--- src/rtl/fetch_ctrl.sv ---
// fetch_ctrl: instruction-fetch sequencer.
// Drives the instruction-memory request, decides when the PC register loads
// (sequential +4 or a branch target), and parks the pipeline on a load-use
// hazard or a fetch timeout.
//
// Ports
//   clk_i        clock, rising edge
//   rst_i        synchronous active-high reset
//   start_i      run enable; low returns to IDLE
//   hazard_i     downstream stall request (load-use)
//   br_taken_i   redirect request, target on br_target_i
//   br_target_i  redirect address
//   pc_i         current PC register value
//   imem_ack_i   memory accepts and returns the word at imem_addr_o
//   imem_req_o   fetch request
//   imem_addr_o  fetch address (always pc_i)
//   pc_next_o    value loaded into the PC register when pc_hold_o=0
//   pc_hold_o    1 = PC register keeps its value
//   flush_o      kills the instruction in IF/ID
//   err_o        sticky fetch-timeout flag
//
// Outputs are combinational decodes of registered state plus current inputs.
module fetch_ctrl #(
  parameter logic [31:0] RESET_PC = 32'h0000_0000,
  parameter int unsigned TIMEOUT  = 15
) (
  input  logic        clk_i,
  input  logic        rst_i,
  input  logic        start_i,
  input  logic        hazard_i,
  input  logic        br_taken_i,
  input  logic [31:0] br_target_i,
  input  logic [31:0] pc_i,
  input  logic        imem_ack_i,
  output logic        imem_req_o,
  output logic [31:0] imem_addr_o,
  output logic [31:0] pc_next_o,
  output logic        pc_hold_o,
  output logic        flush_o,
  output logic        err_o
);

  localparam int unsigned AW = 32;
  localparam int unsigned CW = 8;
  // Last counter value still allowed in WAIT; the next miss enters ERR.
  localparam logic [CW-1:0] CNT_LAST = CW'(TIMEOUT - 1);

  typedef enum logic [2:0] {
    S_IDLE,
    S_FETCH,
    S_WAIT,
    S_HOLD,
    S_ERR
  } state_e;

  state_e          state_q, state_d;
  logic [CW-1:0]   cnt_q, cnt_d;
  logic            pend_q, pend_d;
  logic [AW-1:0]   pend_tgt_q, pend_tgt_d;
  logic [AW-1:0]   pc_inc;

  // Sequential PC; natural 32-bit wrap from FFFF_FFFC to 0.
  assign pc_inc      = pc_i + AW'(4);
  assign imem_addr_o = pc_i;
  assign err_o       = (state_q == S_ERR);

  // State, wait counter and pending-redirect registers.
  always_ff @(posedge clk_i) begin
    if (rst_i) begin
      state_q    <= S_IDLE;
      cnt_q      <= '0;
      pend_q     <= 1'b0;
      pend_tgt_q <= '0;
    end else begin
      state_q    <= state_d;
      cnt_q      <= cnt_d;
      pend_q     <= pend_d;
      pend_tgt_q <= pend_tgt_d;
    end
  end

  // Next-state and output decode.
  always_comb begin
    state_d    = state_q;
    cnt_d      = cnt_q;
    pend_d     = pend_q;
    pend_tgt_d = pend_tgt_q;
    imem_req_o = 1'b0;
    pc_next_o  = RESET_PC;
    pc_hold_o  = 1'b1;
    flush_o    = 1'b0;

    unique case (state_q)
      S_IDLE: begin
        pc_hold_o = 1'b0;
        cnt_d     = '0;
        pend_d    = 1'b0;
        if (start_i) begin
          state_d = S_FETCH;
        end
      end

      S_FETCH, S_WAIT: begin
        imem_req_o = 1'b1;
        if (br_taken_i) begin
          // Redirect wins over ack and hazard; the in-flight fetch is dropped.
          pc_next_o = br_target_i;
          pc_hold_o = 1'b0;
          flush_o   = 1'b1;
          cnt_d     = '0;
          state_d   = S_FETCH;
        end else if (imem_ack_i) begin
          pc_next_o = pc_inc;
          pc_hold_o = 1'b0;
          cnt_d     = '0;
          state_d   = hazard_i ? S_HOLD : S_FETCH;
        end else if (state_q == S_FETCH) begin
          cnt_d   = CW'(1);
          state_d = S_WAIT;
        end else begin
          cnt_d = cnt_q + CW'(1);
          if (cnt_q >= CNT_LAST) begin
            state_d = S_ERR;
          end
        end
        if (!start_i) begin
          state_d = S_IDLE;
          cnt_d   = '0;
        end
      end

      S_HOLD: begin
        if (br_taken_i) begin
          pend_d     = 1'b1;
          pend_tgt_d = br_target_i;
        end
        if (!start_i) begin
          state_d = S_IDLE;
          pend_d  = 1'b0;
        end else if (!hazard_i) begin
          state_d = S_FETCH;
          pend_d  = 1'b0;
          // A redirect arriving on the exit cycle itself is the latest write.
          if (br_taken_i || pend_q) begin
            pc_next_o = br_taken_i ? br_target_i : pend_tgt_q;
            pc_hold_o = 1'b0;
            flush_o   = 1'b1;
          end
        end
      end

      S_ERR: begin
        state_d = S_ERR;
      end

      default: begin
        state_d = S_IDLE;
      end
    endcase

    // Reset cycle presents the idle outputs regardless of state.
    if (rst_i) begin
      imem_req_o = 1'b0;
      pc_hold_o  = 1'b0;
      pc_next_o  = RESET_PC;
      flush_o    = 1'b0;
    end
  end

endmodule

--- config.mk ---
export PLATFORM = sky130hd
export DESIGN_NAME = fetch_ctrl
export DESIGN_NICKNAME = d
export VERILOG_FILES = /design/src/rtl/fetch_ctrl.sv
export SDC_FILE = /design/constraint.sdc
export NUM_CORES = 1
export LEC_CHECK = 0
export ABC_CLOCK_PERIOD_IN_PS = 5730
export CAP_MARGIN = 10
export CORE_ASPECT_RATIO = 1.4
export CORE_MARGIN = 2
export CORE_UTILIZATION = 48
export DETAILED_ROUTE_END_ITERATION = 8
export GPL_TIMING_DRIVEN = 0
export PLACE_DENSITY = 0.88
export SYNTH_ARGS = -nofsm -noshare
export SYNTH_HDL_FRONTEND = slang
export SYNTH_SLANG_ARGS = --single-unit
--- constraint.sdc ---
create_clock -name clk_i -period 5.73 [get_ports clk_i]
set_input_delay 0.8595 -clock clk_i [delete_from_list [all_inputs] [get_ports clk_i]]
set_output_delay 0.8595 -clock clk_i [all_outputs]
set_load 0.1 [all_outputs]
==> summary.md <==
| Metric | Value |
|---|---|
| Post-cts repair resize count | `0` |
| Final critical-path required period | `5.28 ns` |
| WS Path Type | `input port to output pin` |
| Die footprint | `7840 sq um` |
| Clock skew | `0.0107 ns` |
| Required time of the worst setup path | `4.87 ns` |
| Max-cap violations | `0` |
| Initial antenna violation count | `0` |
| Count of flip-flops with a built-in enable after synthesis | `0` |
| DRC violations left | `0` |
| Antenna diode count | `0` |
| Sequential cell area fraction in the yosys report | `25.7%` |
| Filler cell count in the final layout | `between 500 and 600` |
| Setup TNS | `0 ns` |
| Global-route usage over all layers | `between 30% and 40%` |
| Post-Route Utilization | `between 70% and 80%` |
| Hold Violations, Final | `0` |
| Clk sink count | `44` |
| Worst min-delay path class | `register to register` |
| Element type at the critical path start | `input port` |
| Clock transition at path regs | `0.09 ns` |
| Final worst path period share | `92.1%` |
| Floorplan Core Area | `6940 sq um` |
| Most frequent cell after synthesis | `nand2_1` |
| Clock tree from TritonCTS | `yes` |
| Overflow left after global routing | `0` |
| Critical path cell sequence | `clkdlybuf4s50_1 > nand2b_1 > a2111oi_2 > clkbuf_1 > a22oi_1 > o22ai_1 > clkdlybuf4s50_1` |
| Setup crit end kind | `output pin` |
| Number of global-route vias before repair | `4092` |
| Drt via density | `approximately 5.9` |
| 1st-pass router iterations | `5` |
| DR vias | `approximately 4.2k` |
| Synthesized netlist net count | `550` |
| Number of port buffers | `approximately 140` |
| Worst supply voltage drop on vdd | `between 80 and 90 uV` |
| Ys flop type | `dfxtp_1` |
| Timing-limited maximum frequency | `189 MHz` |
| Leading area contributor after synthesis | `dfxtp_1` |
| Setup repair after global routing missed its margin | `false` |
| DPL Wire Length | `9270 um` |
| Worst hold-check slack | `0.457 ns` |
| Hold-fix buffers at CTS | `0` |
| Wire length of the first global-routing pass | `between 15000 and 20000 um` |
| Share of Yosys cell area claimed by the top area cell type | `25.7%` |
| Initial Utilization | `49.4%` |
| Per-cell routed wire length | `around 17 um` |
| Slowest cell on crit path | `clkdlybuf4s50_1` |
| Final antenna-violating net count | `0` |
| Number of DRC markers after the initial detailed-route iteration | `384` |
| Largest cells by area after synthesis | `dfxtp_1 26%, nand2_1 8.7%, buf_4 7.0%` |
| Clock root buffer master | `clkbuf_8` |
| Number of different library cells in the post-synthesis netlist | `54` |
| H-Tree Level Count | `2` |
| Dominant cell type by count on the critical path | `clkdlybuf4s50_1` |
| Largest fanout on the critical path | `10` |
| Global placement routability congestion | `about 0.9` |
| Most frequent cells after synthesis | `79 x nand2_1, 45 x a21oi_1, 44 x dfxtp_1` |
| Slew HR | `31.8%` |
| Insertion delay to the later sink of the worst-skew pair | `approximately 0.31 ns` |
| Synth Warn # | `0` |
| Maximum number of buffers from clock root to sink | `2` |
| Proportion of register bits with asynchronous set or reset after synthesis | `0%` |
| Die boundary width | `75.4 um` |
| Vertical extent of the die | `104 um` |
| Netlist Area Pre-Place | `between 3000 and 4000 sq um` |
| # setup viols final | `0` |
| Count of pins on the block boundary | `between 100 and 150` |
| Average footprint of a synthesized cell | `~7.2 sq um` |
| Total number of nets in the final design | `between 600 and 700` |
| Pwr/cell area | `166 nW/um^2` |
| Cell row count | `36` |
| Worst path arrival time | `4.42 ns` |
| Share of layout cells above drive strength 1 | `10.5%` |
| Maximum number of pins on one net before global-route repair | `14` |
| Slowest cell delay on critical path | `1.18 ns` |
| Slew @ Worst Pin | `just over 1 ns` |
| Flip-flop and latch count after synthesis | `44` |
| Final number of max-transition violations | `0` |
| Total setup buffers inserted after CTS | `0` |
| Static leakage | `1.65 nW` |
| Post-Route WL | `between 10000 and 15000 um` |
| Cts bufs inserted | `5` |
| Synth Instances | `477` |
| Layout area overhead | `45.6%` |
| Status | `finished clean` |
## worst max-delay path: cells and delay by family
family | cells | cell delay [ns]
AOI/OAI and AO/OA | 3 | 1.09
buffers and inverters | 3 | 2.27
and+or+nand+nor | 1 | 0.19
## per-stage QoR
stage	power [W]	instance area (sq um)	std cells	setup slack, ns
floorplan	0.000506	3430	477	0.758
global placement	0.000614	4900	707	0.529
detailed placement	0.000616	4900	707	0.543
CTS	0.000822	4990	715	0.532
global route	0.000849	4990	715	0.336
finish	0.000827	4990	715	0.453
## placed cells by master, fill, tap and decap left out, types with 2 or more instances in the layout
cell type	instances
clkdlybuf4s50_1	135
nand2_1	79
a21oi_1	45
dfxtp_1	44
nor2_1	35
buf_4	32
a22oi_1	29
o22ai_1	24
clkbuf_1	23
xnor2_1	15
nand3_1	14
nor3_1	13
xor2_1	12
nand4_1	11
o21ai_0	10
inv_1	8
mux2_2	8
nor2b_1	6
clkbuf_8	6
buf_2	5
and3_1	5
nor4_1	4
a31oi_1	4
a22o_1	4
buf_1	3
or3_1	3
a221oi_1	3
or2_2	3
nor3b_1	3
ha_1	3
nand2b_1	2
nand3b_1	2
and4_1	2
o211ai_1	2
## final cells by class
class | count | area (sq um) | area share (%)
multi-input combinational | 362 | 2150 | 43.1
timing repair buffer | 135 | 1350 | 27.1
sequential | 44 | 881 | 17.6
buffer | 63 | 364 | 7.30
tap | 95 | 119 | 2.38
clock buffer | 7 | 86.3 | 1.73
inverter | 8 | 30.0 | 0.602
clock inverter | 1 | 7.51 | 0.150
## kinds of logic after synthesis
| kind of cell | Yosys count | share of synthesized area (%) |
|---|---|---|
| AND/OR/NAND/NOR | 193 | 27.8 |
| adder cells (fa/ha/maj) | 3 | 1.10 |
| flip-flops | 44 | 25.7 |
| multiplexers | 9 | 2.92 |
| buffers and inverters | 71 | 11.5 |
| XOR/XNOR | 27 | 6.90 |
| AO/OA/AOI/OAI | 130 | 24.1 |
## state kept, by name (all words and copies together) (netlist names)
signal      flops
state_q         3
pend_q          1
cnt_q           8
pend_tgt_q     32
## final timing paths
path,endpoint,startpoint,slack (ns),cells past startpoint
hold reg to reg,pend_tgt_q[1],pend_tgt_q[1],0.46,2
setup / recovery,pc_next_o[16],start_i,0.45,7
setup reg to reg,pend_tgt_q[15],state_q[1],3.80,6
hold / removal,pend_tgt_q[1],pend_tgt_q[1],0.46,2
## metal layers
layer	share of wire (%)	track usage [%]	wire length [um]
met3	8.1	5.43	969
met2	51	52.8	6130
met4	4.0	12.9	481
met1	37	34.8	4380
met5	0	0	0
## where the power goes
| group | switching, W | internal, W | leakage, nW | total (W) |
|---|---|---|---|---|
| Clock | 0.000116 | 0.0000983 | 0.0445 | 0.000214 |
| Sequential | 0.000000743 | 0.000306 | 0.355 | 0.000307 |
| Combinational | 0.000199 | 0.000107 | 1.25 | 0.000306 |
(Power assumes the default switching activity.)
